**src/rtl/alarm_pkg.sv**
```systemverilog
// Shared types, limits and BCD helpers for the alarm clock controller.
// Optional snooze feature is enabled with ALARM_SNOOZE_EN.
package alarm_pkg;

  typedef enum logic [2:0] {
    IDLE,
    SET_HOUR,
    SET_MIN,
    AL_HOUR,
    AL_MIN,
    RINGING
  } state_e;

  typedef logic [3:0] bcd_t;

  typedef struct packed {
    bcd_t hd;
    bcd_t ho;
    bcd_t md;
    bcd_t mo;
  } hhmm_t;

  localparam int unsigned MAX_HOUR_DEC      = 2;
  localparam int unsigned MAX_HOUR_ONE_AT_2 = 3;
  localparam int unsigned MAX_MIN_DEC       = 5;

  localparam logic [6:0] HOURS_PER_DAY =
    7'(MAX_HOUR_DEC * 10 + MAX_HOUR_ONE_AT_2 + 1);
  localparam logic [6:0] MINS_PER_HOUR =
    7'((MAX_MIN_DEC + 1) * 10);

  function automatic logic [6:0] bcd2bin(
    input bcd_t hi,
    input bcd_t lo
  );
    return 7'(hi) * 7'd10 + 7'(lo);
  endfunction

  function automatic logic [7:0] bin2bcd(
    input logic [6:0] v
  );
    return {4'(v / 7'd10), 4'(v % 7'd10)};
  endfunction

endpackage

```
**src/rtl/alarm_ctrl_bcd_time_add.sv**
```systemverilog
// Combinational hh:mm BCD adder: +N minutes and/or +1 hour, 24 h wrap.
// carry_en_i = 0 keeps minute overflow from reaching the hours.
module bcd_time_add
  import alarm_pkg::*;
(
  input  hhmm_t      t_i,
  input  logic [5:0] min_i,
  input  logic       hour_inc_i,
  input  logic       carry_en_i,
  output hhmm_t      sum_o
);

  logic [6:0] m_sum;
  logic [6:0] m_wr;
  logic [6:0] h_sum;
  logic [6:0] h_wr;
  logic       carry;
  logic [7:0] h_bcd;
  logic [7:0] m_bcd;

  always_comb begin
    m_sum = bcd2bin(t_i.md, t_i.mo) + {1'b0, min_i};
    carry = m_sum >= MINS_PER_HOUR;
    m_wr  = carry ? m_sum - MINS_PER_HOUR : m_sum;
    h_sum = bcd2bin(t_i.hd, t_i.ho)
          + {6'd0, carry & carry_en_i}
          + {6'd0, hour_inc_i};
    h_wr  = (h_sum >= HOURS_PER_DAY) ?
            h_sum - HOURS_PER_DAY : h_sum;
    h_bcd = bin2bcd(h_wr);
    m_bcd = bin2bcd(m_wr);
  end

  assign sum_o = {h_bcd, m_bcd};

endmodule

```
**src/rtl/alarm_ctrl.sv**
```systemverilog
// Alarm clock controller: time/alarm editing, arming and ringing FSM.
// Define ALARM_SNOOZE_EN to add snooze on btn_inc while ringing.
module alarm_ctrl
  import alarm_pkg::*;
#(
  parameter int unsigned RING_SEC   = 60,
  parameter int unsigned SNOOZE_MIN = 5
) (
  input  logic       clk,
  input  logic       rstn,
  input  logic       btn_mode,
  input  logic       btn_inc,
  input  logic       btn_ok,
  input  logic       tick_sec,
  input  logic [3:0] hourdec_now,
  input  logic [3:0] hourone_now,
  input  logic [3:0] mindec_now,
  input  logic [3:0] minone_now,
  output logic [3:0] hourdec_set,
  output logic [3:0] hourone_set,
  output logic [3:0] mindec_set,
  output logic [3:0] minone_set,
  output logic       load_time,
  output logic       alarm_armed,
  output logic       buzzer,
  output logic [1:0] edit_field,
  output logic       edit_alarm
);

  if (RING_SEC == 0 || RING_SEC > 255) begin : g_bad_ring
    $error("RING_SEC out of range");
  end
  if (SNOOZE_MIN == 0 || SNOOZE_MIN > 59) begin : g_bad_snz
    $error("SNOOZE_MIN out of range");
  end

  state_e     state_q, state_d;
  hhmm_t      edit_q, edit_d;
  hhmm_t      alarm_q, alarm_d;
  hhmm_t      set_q, set_d;
  hhmm_t      now, inc_sum;
  logic       load_q, load_d;
  logic       armed_q, armed_d;
  logic       buzz_q, buzz_d;
  logic [7:0] cnt_q, cnt_d;
  logic       match_c, match_q, match_qq;
  logic       match_rise, ring_done;
  logic       ok, mode, inc, hour_sel;
  logic       snz_go;

  assign now  = {hourdec_now, hourone_now,
                 mindec_now, minone_now};
  assign ok   = btn_ok;
  assign mode = btn_mode & ~btn_ok;
  assign inc  = btn_inc & ~btn_mode & ~btn_ok;

  assign hour_sel   = state_q inside {SET_HOUR, AL_HOUR};
  assign match_rise = match_q & ~match_qq;
  assign ring_done  = tick_sec &
                      (cnt_q == 8'(RING_SEC - 1));

  bcd_time_add u_inc (
    .t_i        (edit_q),
    .min_i      ({5'd0, ~hour_sel}),
    .hour_inc_i (hour_sel),
    .carry_en_i (1'b0),
    .sum_o      (inc_sum)
  );

`ifdef ALARM_SNOOZE_EN
  hhmm_t snz_q, snz_d, snz_sum;
  logic  snz_pend_q, snz_pend_d;

  bcd_time_add u_snz (
    .t_i        (now),
    .min_i      (6'(SNOOZE_MIN)),
    .hour_inc_i (1'b0),
    .carry_en_i (1'b1),
    .sum_o      (snz_sum)
  );

  assign snz_go  = (state_q == RINGING) & inc;
  assign match_c = armed_q &
                   ((now == alarm_q) |
                    (snz_pend_q & (now == snz_q)));

  always_comb begin
    snz_d      = snz_q;
    snz_pend_d = snz_pend_q;
    if (state_q == RINGING) begin
      if (ok || (ring_done && !snz_go)) begin
        snz_pend_d = 1'b0;
      end else if (snz_go) begin
        snz_pend_d = 1'b1;
        snz_d      = snz_sum;
      end
    end else if (ok && state_q inside {AL_HOUR, AL_MIN}) begin
      snz_pend_d = 1'b0;
    end
  end

  always_ff @(posedge clk or negedge rstn) begin
    if (!rstn) begin
      snz_q      <= '0;
      snz_pend_q <= 1'b0;
    end else begin
      snz_q      <= snz_d;
      snz_pend_q <= snz_pend_d;
    end
  end
`else
  assign snz_go  = 1'b0;
  assign match_c = armed_q & (now == alarm_q);
`endif

  always_comb begin
    state_d = state_q;
    edit_d  = edit_q;
    alarm_d = alarm_q;
    set_d   = set_q;
    load_d  = 1'b0;
    armed_d = armed_q;
    cnt_d   = cnt_q;
    unique case (state_q)
      // a match edge outranks buttons so the alarm is never missed
      IDLE: begin
        if (match_rise) begin
          state_d = RINGING;
          cnt_d   = '0;
        end else if (ok) begin
          armed_d = ~armed_q;
        end else if (mode) begin
          state_d = SET_HOUR;
          edit_d  = now;
        end
      end
      SET_HOUR, SET_MIN: begin
        if (ok) begin
          set_d   = edit_q;
          load_d  = 1'b1;
          state_d = IDLE;
        end else if (mode) begin
          if (state_q == SET_HOUR) begin
            state_d = SET_MIN;
          end else begin
            state_d = AL_HOUR;
            edit_d  = alarm_q;
          end
        end else if (inc) begin
          edit_d = inc_sum;
        end
      end
      AL_HOUR, AL_MIN: begin
        if (ok) begin
          alarm_d = edit_q;
          armed_d = 1'b1;
          state_d = IDLE;
        end else if (mode) begin
          state_d = (state_q == AL_HOUR) ? AL_MIN : IDLE;
        end else if (inc) begin
          edit_d = inc_sum;
        end
      end
      RINGING: begin
        if (ok || snz_go) begin
          state_d = IDLE;
        end else if (ring_done) begin
          state_d = IDLE;
        end else if (tick_sec) begin
          cnt_d = cnt_q + 8'd1;
        end
      end
      default: state_d = IDLE;
    endcase
    buzz_d = (state_d == RINGING);
  end

  always_ff @(posedge clk or negedge rstn) begin
    if (!rstn) begin
      state_q  <= IDLE;
      edit_q   <= '0;
      alarm_q  <= '0;
      set_q    <= '0;
      load_q   <= 1'b0;
      armed_q  <= 1'b0;
      buzz_q   <= 1'b0;
      cnt_q    <= '0;
      match_q  <= 1'b0;
      match_qq <= 1'b0;
    end else begin
      state_q  <= state_d;
      edit_q   <= edit_d;
      alarm_q  <= alarm_d;
      set_q    <= set_d;
      load_q   <= load_d;
      armed_q  <= armed_d;
      buzz_q   <= buzz_d;
      cnt_q    <= cnt_d;
      match_q  <= match_c;
      match_qq <= match_q;
    end
  end

  assign hourdec_set = set_q.hd;
  assign hourone_set = set_q.ho;
  assign mindec_set  = set_q.md;
  assign minone_set  = set_q.mo;
  assign load_time   = load_q;
  assign alarm_armed = armed_q;
  assign buzzer      = buzz_q;

  always_comb begin
    edit_field = 2'd0;
    edit_alarm = 1'b0;
    unique case (1'b1)
      hour_sel:                          edit_field = 2'd1;
      state_q inside {SET_MIN, AL_MIN}:  edit_field = 2'd2;
      default:                           edit_field = 2'd0;
    endcase
    edit_alarm = state_q inside {AL_HOUR, AL_MIN};
  end

endmodule

```
**config.mk**
```make
export PLATFORM = sky130hd
export DESIGN_NAME = alarm_ctrl
export DESIGN_NICKNAME = d
export VERILOG_FILES = /design/src/rtl/alarm_pkg.sv /design/src/rtl/alarm_ctrl_bcd_time_add.sv /design/src/rtl/alarm_ctrl.sv
export SDC_FILE = /design/constraint.sdc
export NUM_CORES = 1
export LEC_CHECK = 0
export CORE_MARGIN = 2
export CORE_UTILIZATION = 25
export DETAILED_ROUTE_END_ITERATION = 16
export PLACE_DENSITY_LB_ADDON = 0.25
export SLEW_MARGIN = 5
export SYNTH_ARGS = -nofsm -noshare
export SYNTH_HDL_FRONTEND = slang
export SYNTH_SLANG_ARGS = --single-unit
```
**constraint.sdc**
```tcl
create_clock -name clk -period 5.85 [get_ports clk]
set_input_delay 1.17 -clock clk [delete_from_list [all_inputs] [get_ports clk]]
set_output_delay 1.17 -clock clk [all_outputs]
set_load 0.05 [all_outputs]
```
==> impl_summary.txt <==
----------------------------------------------------
[Status]
  Status ... complete, no violations

[Logic synthesis]
  Synthesized cell area ... 4860 sq um
  Share of Yosys cell area claimed by the top area cell type ... 0.329
  Top cells by area in the synthesized netlist ... dfrtp_1 33%, mux2_2 5.8%, ha_1 4.9%
  Unique masters post-synth ... 78
  Post-Syn Nets ... about 590
  Proportion of register bits with asynchronous set or reset after synthesis ... 1.00
  Compound-cell area share of the yosys netlist ... 0.264
  Most frequently used flop master after synthesis ... dfrtp_1
  Portion of the post-synthesis area used by sequential elements ... 0.329
  Dominant combinational cell family by area after synthesis ... compound AO/OA/AOI/OAI gates
  Mean instance size in the synthesized netlist ... 8.97 sq um
  Number of flip-flops and latches in the synthesized netlist ... 64
  Mux cell area share after synthesis ... 0.0713
  Xor and xnor area share after synthesis ... 0.0746
  Number of synthesized flops with an enable pin ... 0
  Largest area contributor in the netlist ... dfrtp_1
  Fraction of the mapped netlist area in simple logic gates ... 0.160
  Ys Warns ... 0
  Adder-cell area share of the yosys netlist ... 0.0674
  Mapped Cells ... 542

[Clock tree]
  Worst-skew pair later-pin latency ... 340 ps
  Resize count post-CTS ... 0
  Number of buffers created by CTS ... 9
  TritonCTS clock tree ... yes
  Number of buffers inserted for hold repair after clock tree synthesis ... 0
  Buffer type at the clock tree root ... clkbuf_16
  Post-CTS Repair Setup Buffers ... 0
  Sinks on Clock Net ... 64
  CTS H-tree depth ... 3
  Clock Path Buffers ... 2
  Clk pin slew, worst setup/hold paths ... 60 ps

[Die]
  Site Rows ... 51
  Std-Cell Core Area ... about 19000 sq um
  Die area ... 20600 sq um
  Initial cell density of the core ... 0.252
  Height of the die ... approximately 140 um
  I/O pin cnt ... 44
  Width of the die ... 143 um

[Place]
  Detailed-placement wirelength estimate ... 10.4 mm
  # port buffers ... 43
  Gpl congestion ... approximately 0.84

[Setup path]
  Series of cell instances along the critical path ... nand2b_1 -> inv_1 -> ha_1 -> inv_1 -> fa_1 -> nand2b_1 -> a21oi_1 -> xnor2_1 -> inv_1 -> ha_1 -> nor2_1 -> mux2i_1 -> o31ai_1 -> a21o_1 -> nor3_1 -> a2bb2oi_1 -> nand3_1 -> inv_1 -> ha_1 -> mux2_2 -> o221ai_1
  Biggest cell delay along the critical path ... 560 ps
  Most frequent CP cell ... inv_1
  CP top delay family ... compound AO/OA/AOI/OAI gates
  Worst R2R Setup Slack ... 580 ps
  CP Max Fanout ... 13
  Critical path required time ... 6100 ps
  Crit path buffers/inverters ... 4
  Critical Path Sink Type ... flip-flop
  Worst flop-to-flop path startpoint ... state_q[2]$_DFF_PN0_
  Crit path arrival time ... ~5500 ps
  Critical Path Slowest Stage Cell ... o31ai_1
  Type of the setup path with the least slack ... reg2reg
  CP Launch Type ... flip-flop
  Reg2reg path depth ... 21
  Endpoint of the lowest-slack register-to-register path ... edit_q[11]$_DFFE_PN0P_

[STA]
  Share of the clock period used by the worst path ... 0.902
  Post-Route Hold Slack ... just under 400 ps
  Total of endpoints with negative setup slack in the final report ... 0
  Max Fclk ... approximately 190 MHz
  Total negative setup slack ... 0 ps
  Final Hold Violating Endpoints ... 0
  Clock period minus worst slack ... 5270 ps
  Worst clock skew ... slightly below 8 ps
  Normalized max-slew margin ... 0.254
  Slew of the pin with the lowest slew margin ... about 1100 ps
  Final slew viol count ... 0
  RSZ-0062 raised after global routing ... no

[GRT]
  Largest net degree at the start of global routing ... 65
  Wire length of the first global-routing pass ... 22.4 mm
  GRT Resource Usage Total ... 0.138
  Via count of the first global-routing pass ... about 4300
  Final global-route overflow total ... 0
  Initial antenna violation count ... 0

[Min path]
  Worst-case hold path end point ... match_qq$_DFF_PN0_
  Number of cells on the worst hold path ... 0
  Startpoint of the worst hold path ... match_q$_DFF_PN0_
  Tightest Hold Check Type ... reg2reg

[Layout]
  Final antenna diode count ... 0
  Synthesis-to-layout area growth ... 20.5%
  Final layout net count ... 625
  Fraction of final layout cells sized beyond drive strength 1 ... 0.109
  Final standard cell utilization of the core ... 0.304

[Detailed routing]
  Routed vias/inst ... 5.16
  Iter 0 DRT Violations ... about 330
  Total DRC errors in the routed layout ... 0
  Average wire per standard cell ... ~16 um
  Total iterations of the first detailed-routing run ... 5
  Via count ... 4389
  Number of nets with antenna violations after detailed routing ... 0
  Total length of routed wires ... ~14 mm

[Flow run]
  Maximum capacitance violations ... 0

----------------------------------------------------
-- cells in the mapped netlist (5+ instances only) --
| library cell | number |
|---|---|
| nand4_1 | 9 |
| and2_1 | 5 |
| ha_1 | 19 |
| mux2_2 | 25 |
| nand3_1 | 14 |
| o21a_1 | 5 |
| clkbuf_1 | 14 |
| a21oi_1 | 34 |
| nand2b_1 | 8 |
| a22oi_1 | 10 |
| o31ai_1 | 7 |
| nand2_1 | 53 |
| a31oi_1 | 9 |
| dfrtp_1 | 64 |
| o22ai_1 | 5 |
| nor2_1 | 38 |
| xor2_1 | 12 |
| a21o_1 | 7 |
| mux2i_1 | 5 |
| o21ai_0 | 40 |
| xnor2_1 | 25 |
| nor3_1 | 11 |
| inv_1 | 19 |
-- logic make-up (layout without fill, tap and decap cells) --
group	Yosys count	after routing
DFF	64	64
muxes	31	31
xor gates and xnor gates	39	39
AOI/OAI and AO/OA	181	181
and+or+nand+nor	162	162
adders and majority gates	24	24
buffers and inverters	41	84
-- flip-flops by register name (all words and copies together) (netlist names) --
signal / count
edit_q: 16
state_q: 3
alarm_q: 16
match_q: 1
buzzer: 1
cnt_q: 8
hourone_set: 4
alarm_armed: 1
hourdec_set: 4
match_qq: 1
minone_set: 4
mindec_set: 4
load_time: 1
-- worst max-delay path by stage --
stage,from,end,cells past startpoint
after floorplan,state_q[2]$_DFF_PN0_,edit_q[9]$_DFFE_PN0P_,23
after detailed placement,state_q[2]$_DFF_PN0_,edit_q[11]$_DFFE_PN0P_,21
after global placement,state_q[2]$_DFF_PN0_,edit_q[9]$_DFFE_PN0P_,22
after CTS,state_q[2]$_DFF_PN0_,edit_q[11]$_DFFE_PN0P_,21
after global routing,state_q[2]$_DFF_PN0_,edit_q[10]$_DFFE_PN0P_,23
final,state_q[2]$_DFF_PN0_,edit_q[11]$_DFFE_PN0P_,21
-- worst reg2reg max path, cell delays in order, from the launching register on --
cell and delay [ps]:
dfrtp_1 520, nand2b_1 290, inv_1 90, ha_1 230, inv_1 80, fa_1 470
nand2b_1 200, a21oi_1 330, xnor2_1 220, inv_1 90, ha_1 220, nor2_1 110
mux2i_1 140, o31ai_1 560, a21o_1 270, nor3_1 80, a2bb2oi_1 260, nand3_1 170
inv_1 90, ha_1 240, mux2_2 370, o221ai_1 170
-- layout by cell type, fill, tap and decap left out, types with 5 or more instances in the layout --
| master | count |
|---|---|
| o22ai_1 | 5 |
| clkbuf_16 | 9 |
| nor2_1 | 38 |
| a21oi_1 | 34 |
| a22oi_1 | 10 |
| ha_1 | 19 |
| nand2_1 | 53 |
| nand2b_1 | 8 |
| o31ai_1 | 7 |
| a31oi_1 | 9 |
| o21a_1 | 5 |
| inv_1 | 19 |
| and2_1 | 5 |
| xor2_1 | 12 |
| xnor2_1 | 25 |
| a21o_1 | 7 |
| nand4_1 | 9 |
| dfrtp_1 | 64 |
| nor3_1 | 10 |
| o21ai_0 | 40 |
| mux2_2 | 25 |
| nand3_1 | 14 |
| clkdlybuf4s50_1 | 42 |
| buf_4 | 5 |
| mux2i_1 | 5 |
-- metrics by stage --
step,setup slack (ps),instance area (sq um),cells
2_1_floorplan,1500,4860,542
3_3_place_gp,929,5580,834
3_5_place_dp,678,5580,834
4_1_cts,638,5860,850
5_1_grt,53.1,5860,850
6_report,575,5860,850
-- layer usage --
metal / global-route usage / up-vias / wire length, um
met3: 0.0167 / 19 / 546
met4: 0.0470 / 0 / 221
li1: - / 2109 / -
met2: 0.226 / 91 / 6540
met1: 0.187 / 2170 / 6710
met5: 0 / - / 0
-- area by class of cell --
cell class | count | area, sq um
well taps | 265 | 332
multi-input cells | 437 | 3110
inverters | 20 | 75.1
flip-flops and latches | 64 | 1600
clock buffers | 10 | 239
clock inverters | 6 | 45.0
fillers | 2053 | 13400
repair buffers | 48 | 463
Power is not shown: default switching activity piles up to over one toggle a cycle in this logic, so the estimate is an artifact.
==> edit 1 (same flow settings) <==
Build with the macro `ALARM_SNOOZE_EN` defined.
--- a/src/rtl/alarm_ctrl.sv
+++ b/src/rtl/alarm_ctrl.sv
@@ -2,2 +2,4 @@
 // Define ALARM_SNOOZE_EN to add snooze on btn_inc while ringing.
+`define ALARM_SNOOZE_EN
+
 module alarm_ctrl
Check against the original RTL: not equivalent (a bounded check fails within 10 cycles, from zero or initial values and one cycle with rstn low).
==> edit 1 against the original RTL <==
  * The run now ends with setup timing left
  * Area after synthesis is 54% higher
  * Sequential cell count up 17
  * Worst setup slack got worse by 1200 ps
  * Final area increased by 71%
  * First-iteration DRC count increased by 40%
  * Count of clock-buffer cells in the layout fell by 1
  * Routed wire length up 61%
Power is not shown: default switching activity piles up to over one toggle a cycle in this logic, so the estimate is an artifact.
==> edit 1: results (changes against the original RTL) <==
.. list-table::
   :header-rows: 1

   * - Metric
     - Value
   * - Wire length of the first global-routing pass
     - 37500 µm (was 22400 µm)
   * - Number of gates resized after CTS
     - 66 (was 0)
   * - Class of the tightest hold or removal check
     - flip-flop to flip-flop (unchanged)
   * - Worst Slack Setup Final
     - -653 ps (was 575 ps)
   * - Cell at the slowest stage of the critical path
     - sky130_fd_sc_hd__fa_1 (was sky130_fd_sc_hd__o31ai_1)
   * - Fraction of synthesized area in multiplexers
     - 0.0649 (was 0.0713)
   * - Relative slew slack
     - 0.420 (was 0.254)
   * - Result of the run
     - finished, violations left (was finished, final reports clean)
   * - Wl on met1
     - 10900 µm (was 6710 µm)
   * - Top cell family by delay on the critical path
     - adder cells (was compound AO/OA/AOI/OAI gates)
   * - Overall track demand over capacity in global routing
     - 0.148 (was 0.138)
   * - Capturing point of the worst reg2reg path
     - edit_q[4] (was edit_q[11])
   * - Detailed-placement wirelength estimate
     - 17000 µm (was 10400 µm)
   * - CP startpoint
     - mindec_now[1] (was state_q[2])
   * - Via/cell ratio
     - 5.00 (was 5.16)
   * - Sequential element share of the synthesized area
     - 0.270 (was 0.329)
   * - Number of nets in the final layout
     - 1095 (was 625)
   * - Layout cell share with drive strength beyond 1
     - 0.261 (was 0.109)
   * - Post-synthesis to final-layout area growth
     - 33.2% (was 20.5%)
   * - Net Count, Synth
     - 950 (was 587)
   * - Worst clock skew on the final layout
     - 8.31 ps (was 7.88 ps)
   * - Postcts setup bufs
     - 23 (was 0)
   * - Registers with the most flip-flops
     - alarm_q: 16 flops, edit_q: 16 flops, snz_q: 16 flops (was alarm_q: 16 flops, edit_q: 16 flops, cnt_q: 8 flops)
   * - Mean Syn Cell Area
     - 8.53 µm² (was 8.97 µm²)
   * - Data arrival at the endpoint of the critical path
     - 6700 ps (was 5520 ps)
   * - Pin count of the biggest net entering global routing
     - 59 (was 65)
   * - Routed met3 length
     - 635 µm (was 546 µm)
   * - Cell depth of the worst flop-to-flop path
     - 18 (was 21)
   * - Post-Synth Adder-Cell Area
     - 0.0924 (was 0.0674)
   * - Hold slack final
     - 383 ps (was 387 ps)
   * - Instance count after placement with tap cells included
     - 1380 (was 834)
   * - Parity-gate share of the synthesized area counting xor and xnor cells
     - 0.102 (was 0.0746)
   * - Total routed wirelength
     - 22600 µm (was 14000 µm)
   * - Final RePlAce weighted congestion
     - 0.809 (was 0.841)
   * - Critical path destination
     - snz_q[9] (was edit_q[11])
   * - Setup violations, final
     - 4 (was 0)
   * - Initial DRC count
     - 468 (was 334)
   * - Placed cell areas
     - 9260 µm² (was 5580 µm²)
   * - Cell types with the largest area share after synthesis
     - sky130_fd_sc_hd__dfrtp_1 27%, sky130_fd_sc_hd__ha_1 6.8%, sky130_fd_sc_hd__mux2_2 5.6% (was sky130_fd_sc_hd__dfrtp_1 33%, sky130_fd_sc_hd__mux2_2 5.8%, sky130_fd_sc_hd__ha_1 4.9%)
   * - Register-to-register setup slack
     - 820 ps (was 580 ps)
   * - Failing checks
     - setup timing
edit 1: changes by cell type after synthesis, moves of 15 or more:
| cell | delta |
|---|---|
| sky130_fd_sc_hd__a21oi_1 | +28 |
| sky130_fd_sc_hd__dfrtp_1 | +17 |
| sky130_fd_sc_hd__ha_1 | +22 |
| sky130_fd_sc_hd__inv_1 | +15 |
| sky130_fd_sc_hd__nand2_1 | +24 |
| sky130_fd_sc_hd__nor2_1 | +31 |
| sky130_fd_sc_hd__nor3_1 | +19 |
| sky130_fd_sc_hd__xnor2_1 | +15 |
| sky130_fd_sc_hd__xor2_1 | +18 |
edit 1: per-layer routing:
metal,vias up,global-route usage
li1,3549,-
met1,3393,0.206
met2,125,0.247
met3,22,0.0185
met4,0,0.0269
met5,-,0
edit 1: layout make-up:
type / instances / share of cell area
tap: 390 / 0.0488
clock buffer: 9 / 0.0225
inverter: 36 / 0.0149
multi-input combinational: 729 / 0.566
clock inverter: 5 / 0.00588
sequential: 81 / 0.203
timing repair buffer: 167 / 0.139
==> edit 2 (config.mk and constraints unchanged) <==
Made on the original files. Register the outputs `hourdec_set`, `hourone_set`, `mindec_set` and `minone_set`; this adds one clock of latency there. The other outputs are not delayed to match.
--- a/src/rtl/alarm_ctrl.sv
+++ b/src/rtl/alarm_ctrl.sv
@@ -203,6 +203,8 @@
 
-  assign hourdec_set = set_q.hd;
-  assign hourone_set = set_q.ho;
-  assign mindec_set  = set_q.md;
-  assign minone_set  = set_q.mo;
+  always_ff @(posedge clk) begin
+    hourdec_set <= set_q.hd;
+    hourone_set <= set_q.ho;
+    mindec_set  <= set_q.md;
+    minone_set  <= set_q.mo;
+  end
   assign load_time   = load_q;
Behaviour: not the same (a bounded check fails within 4 cycles, from zero or initial values and one cycle with rstn low).
==> edit 2 against the original RTL <==
  * Count of clock-buffer cells in the layout is 1 higher
  * Routed wire length is 6.1% higher
  * Core utilization is 0.33 points lower
  * Worst setup slack better by 230 ps
  * Area after synthesis is 14% higher
  * Sequential cell count is 16 higher
  * Sequential share of layout area is 2.0 points higher
  * Global-route usage is 0.78 points lower
  * Fmax is 4.5% higher
  * Die area is 13% higher
  * Final area is 12% higher
Power is not shown: default switching activity piles up to over one toggle a cycle in this logic, so the estimate is an artifact.
==> edit 2: results (changes against the original RTL) <==
.. list-table::
   :header-rows: 1

   * - Metric
     - Value
   * - Final RePlAce weighted congestion
     - 0.822 (was 0.841)
   * - Proportion of register bits with asynchronous set or reset after synthesis
     - 0.800 (was 1.00)
   * - Overall track demand over capacity in global routing
     - 0.130 (was 0.138)
   * - Data arrival at the endpoint of the critical path
     - 5290 ps (was 5520 ps)
   * - Synth Area in Compound Gates
     - 0.243 (was 0.264)
   * - Number of distinct library cell variants in the gate-level netlist after synthesis
     - 95 (was 78)
   * - Number of nets in the final layout
     - 684 (was 625)
   * - Number of global-route vias before repair
     - 4438 (was 4288)
   * - Class of the tightest hold or removal check
     - flip-flop to flip-flop (unchanged)
   * - Mean Syn Cell Area
     - 9.16 µm² (was 8.97 µm²)
   * - Final standard cell count with taps included and fillers excluded
     - 924 (was 850)
   * - Cell types with the largest area share after synthesis
     - sky130_fd_sc_hd__dfrtp_1 29%, sky130_fd_sc_hd__dfxtp_1 5.8%, sky130_fd_sc_hd__mux2_2 5.3% (was sky130_fd_sc_hd__dfrtp_1 33%, sky130_fd_sc_hd__mux2_2 5.8%, sky130_fd_sc_hd__ha_1 4.9%)
   * - Sequential element share of the synthesized area
     - 0.347 (was 0.329)
   * - Portion of synthesized cell area occupied by the leading cell type
     - 0.289 (was 0.329)
   * - Worst clock skew on the final layout
     - 6.58 ps (was 7.88 ps)
   * - Average detailed-routed wire length per instance
     - 16.1 µm (was 16.5 µm)
   * - Detailed-placement wirelength estimate
     - 10900 µm (was 10400 µm)
   * - Layout cell share with drive strength beyond 1
     - 0.135 (was 0.109)
   * - Transition time at the pin with the least slew margin
     - 932 ps (was 1110 ps)
   * - Initial DRC count
     - 366 (was 334)
   * - Via/cell ratio
     - 5.05 (was 5.16)
   * - Wire length of the first global-routing pass
     - 24400 µm (was 22400 µm)
   * - Clock Tree Root
     - sky130_fd_sc_hd__clkbuf_16 (unchanged)
   * - Parity-gate share of the synthesized area counting xor and xnor cells
     - 0.0806 (was 0.0746)
   * - Layout filler cell count
     - 2311 (was 2053)
   * - Most instantiated cells after synthesis
     - 64 x sky130_fd_sc_hd__dfrtp_1, 48 x sky130_fd_sc_hd__a21oi_1, 47 x sky130_fd_sc_hd__nand2_1 (was 64 x sky130_fd_sc_hd__dfrtp_1, 53 x sky130_fd_sc_hd__nand2_1, 40 x sky130_fd_sc_hd__o21ai_0)
   * - Registers with the most flip-flops
     - alarm_q: 16 flops, edit_q: 16 flops, set_q: 16 flops (was alarm_q: 16 flops, edit_q: 16 flops, cnt_q: 8 flops)
   * - Result of the run
     - finished, final reports clean (unchanged)
   * - Net Count, Synth
     - 650 (was 587)
   * - Clock transition at the registers of the reported paths
     - 60 ps (about the same)
   * - Number of port buffers
     - 43 (unchanged)
   * - Instance count after placement with tap cells included
     - 908 (was 834)
   * - Post-Synth Adder-Cell Area
     - 0.0574 (was 0.0674)
   * - Fraction of synthesized area in multiplexers
     - 0.0684 (was 0.0713)
   * - Number of gates resized after CTS
     - 0 (unchanged)
==> edit 2: metrics by stage <==
stage | utilization | worst slack (ps) | cell area (µm²)
6_report | 0.301 | 804 | 6540
5_1_grt | 0.301 | 362 | 6540
4_1_cts | 0.301 | 807 | 6540
3_5_place_dp | 0.287 | 849 | 6250
3_3_place_gp | 0.287 | 946 | 6250
2_1_floorplan | - | 1480 | 5540
==> edit 2: path summary, 6_finish.rpt <==
check	from	depth (start not counted)	slack, ps	to
max	state_q[2]	19	800	edit_q[10]
min	set_q[3]	0	370	minone_set[3]
max reg2reg	state_q[2]	19	800	edit_q[10]
min reg2reg	set_q[3]	0	370	minone_set[3]
max in group asynchronous	rstn	2	4270	alarm_q[15]
min in group asynchronous	rstn	2	1000	edit_q[1]
==> edit 2: cell families (layout without fill, tap and decap cells) <==
logic type	Yosys count	after routing
xor+xnor	43	43
compound gates	195	195
flops	80	80
simple gates	180	180
mux	33	33
fa+ha+maj	23	23
buf+inv	51	90
==> edit 2: layer usage <==
metal	track usage	up-vias	wire length (µm)
met2	0.189	106	6350
met4	0.0278	0	121
met5	0	-	0
met1	0.195	2237	7690
li1	-	2309	-
met3	0.0301	12	705
==> edit 2: final cells by class <==
type | count | area (µm²) | area share
multi-input cells | 474 | 3410 | 0.522
flip-flops and latches | 80 | 1920 | 0.294
clock inverters | 5 | 60.1 | 0.00918
inverters | 25 | 93.8 | 0.0143
clock buffers | 11 | 233 | 0.0356
repair buffers | 49 | 470 | 0.0719
well taps | 280 | 350 | 0.0535
==> edit 2: worst max-delay path: stages (launching register included) <==
cell                       delay [ps]
sky130_fd_sc_hd__dfrtp_1          510
sky130_fd_sc_hd__nand2b_1         290
sky130_fd_sc_hd__inv_1            120
sky130_fd_sc_hd__ha_1             190
sky130_fd_sc_hd__inv_1             60
sky130_fd_sc_hd__fa_1             450
sky130_fd_sc_hd__nand2b_2         260
sky130_fd_sc_hd__a21oi_1          280
sky130_fd_sc_hd__xnor2_1          220
sky130_fd_sc_hd__ha_1             250
sky130_fd_sc_hd__buf_4            180
sky130_fd_sc_hd__or3_1            420
sky130_fd_sc_hd__o21ai_1          350
sky130_fd_sc_hd__a21oi_1          150
sky130_fd_sc_hd__a21o_1           210
sky130_fd_sc_hd__a32oi_2          260
sky130_fd_sc_hd__ha_1             280
sky130_fd_sc_hd__inv_1             90
sky130_fd_sc_hd__a211o_1          250
sky130_fd_sc_hd__o311ai_1          80
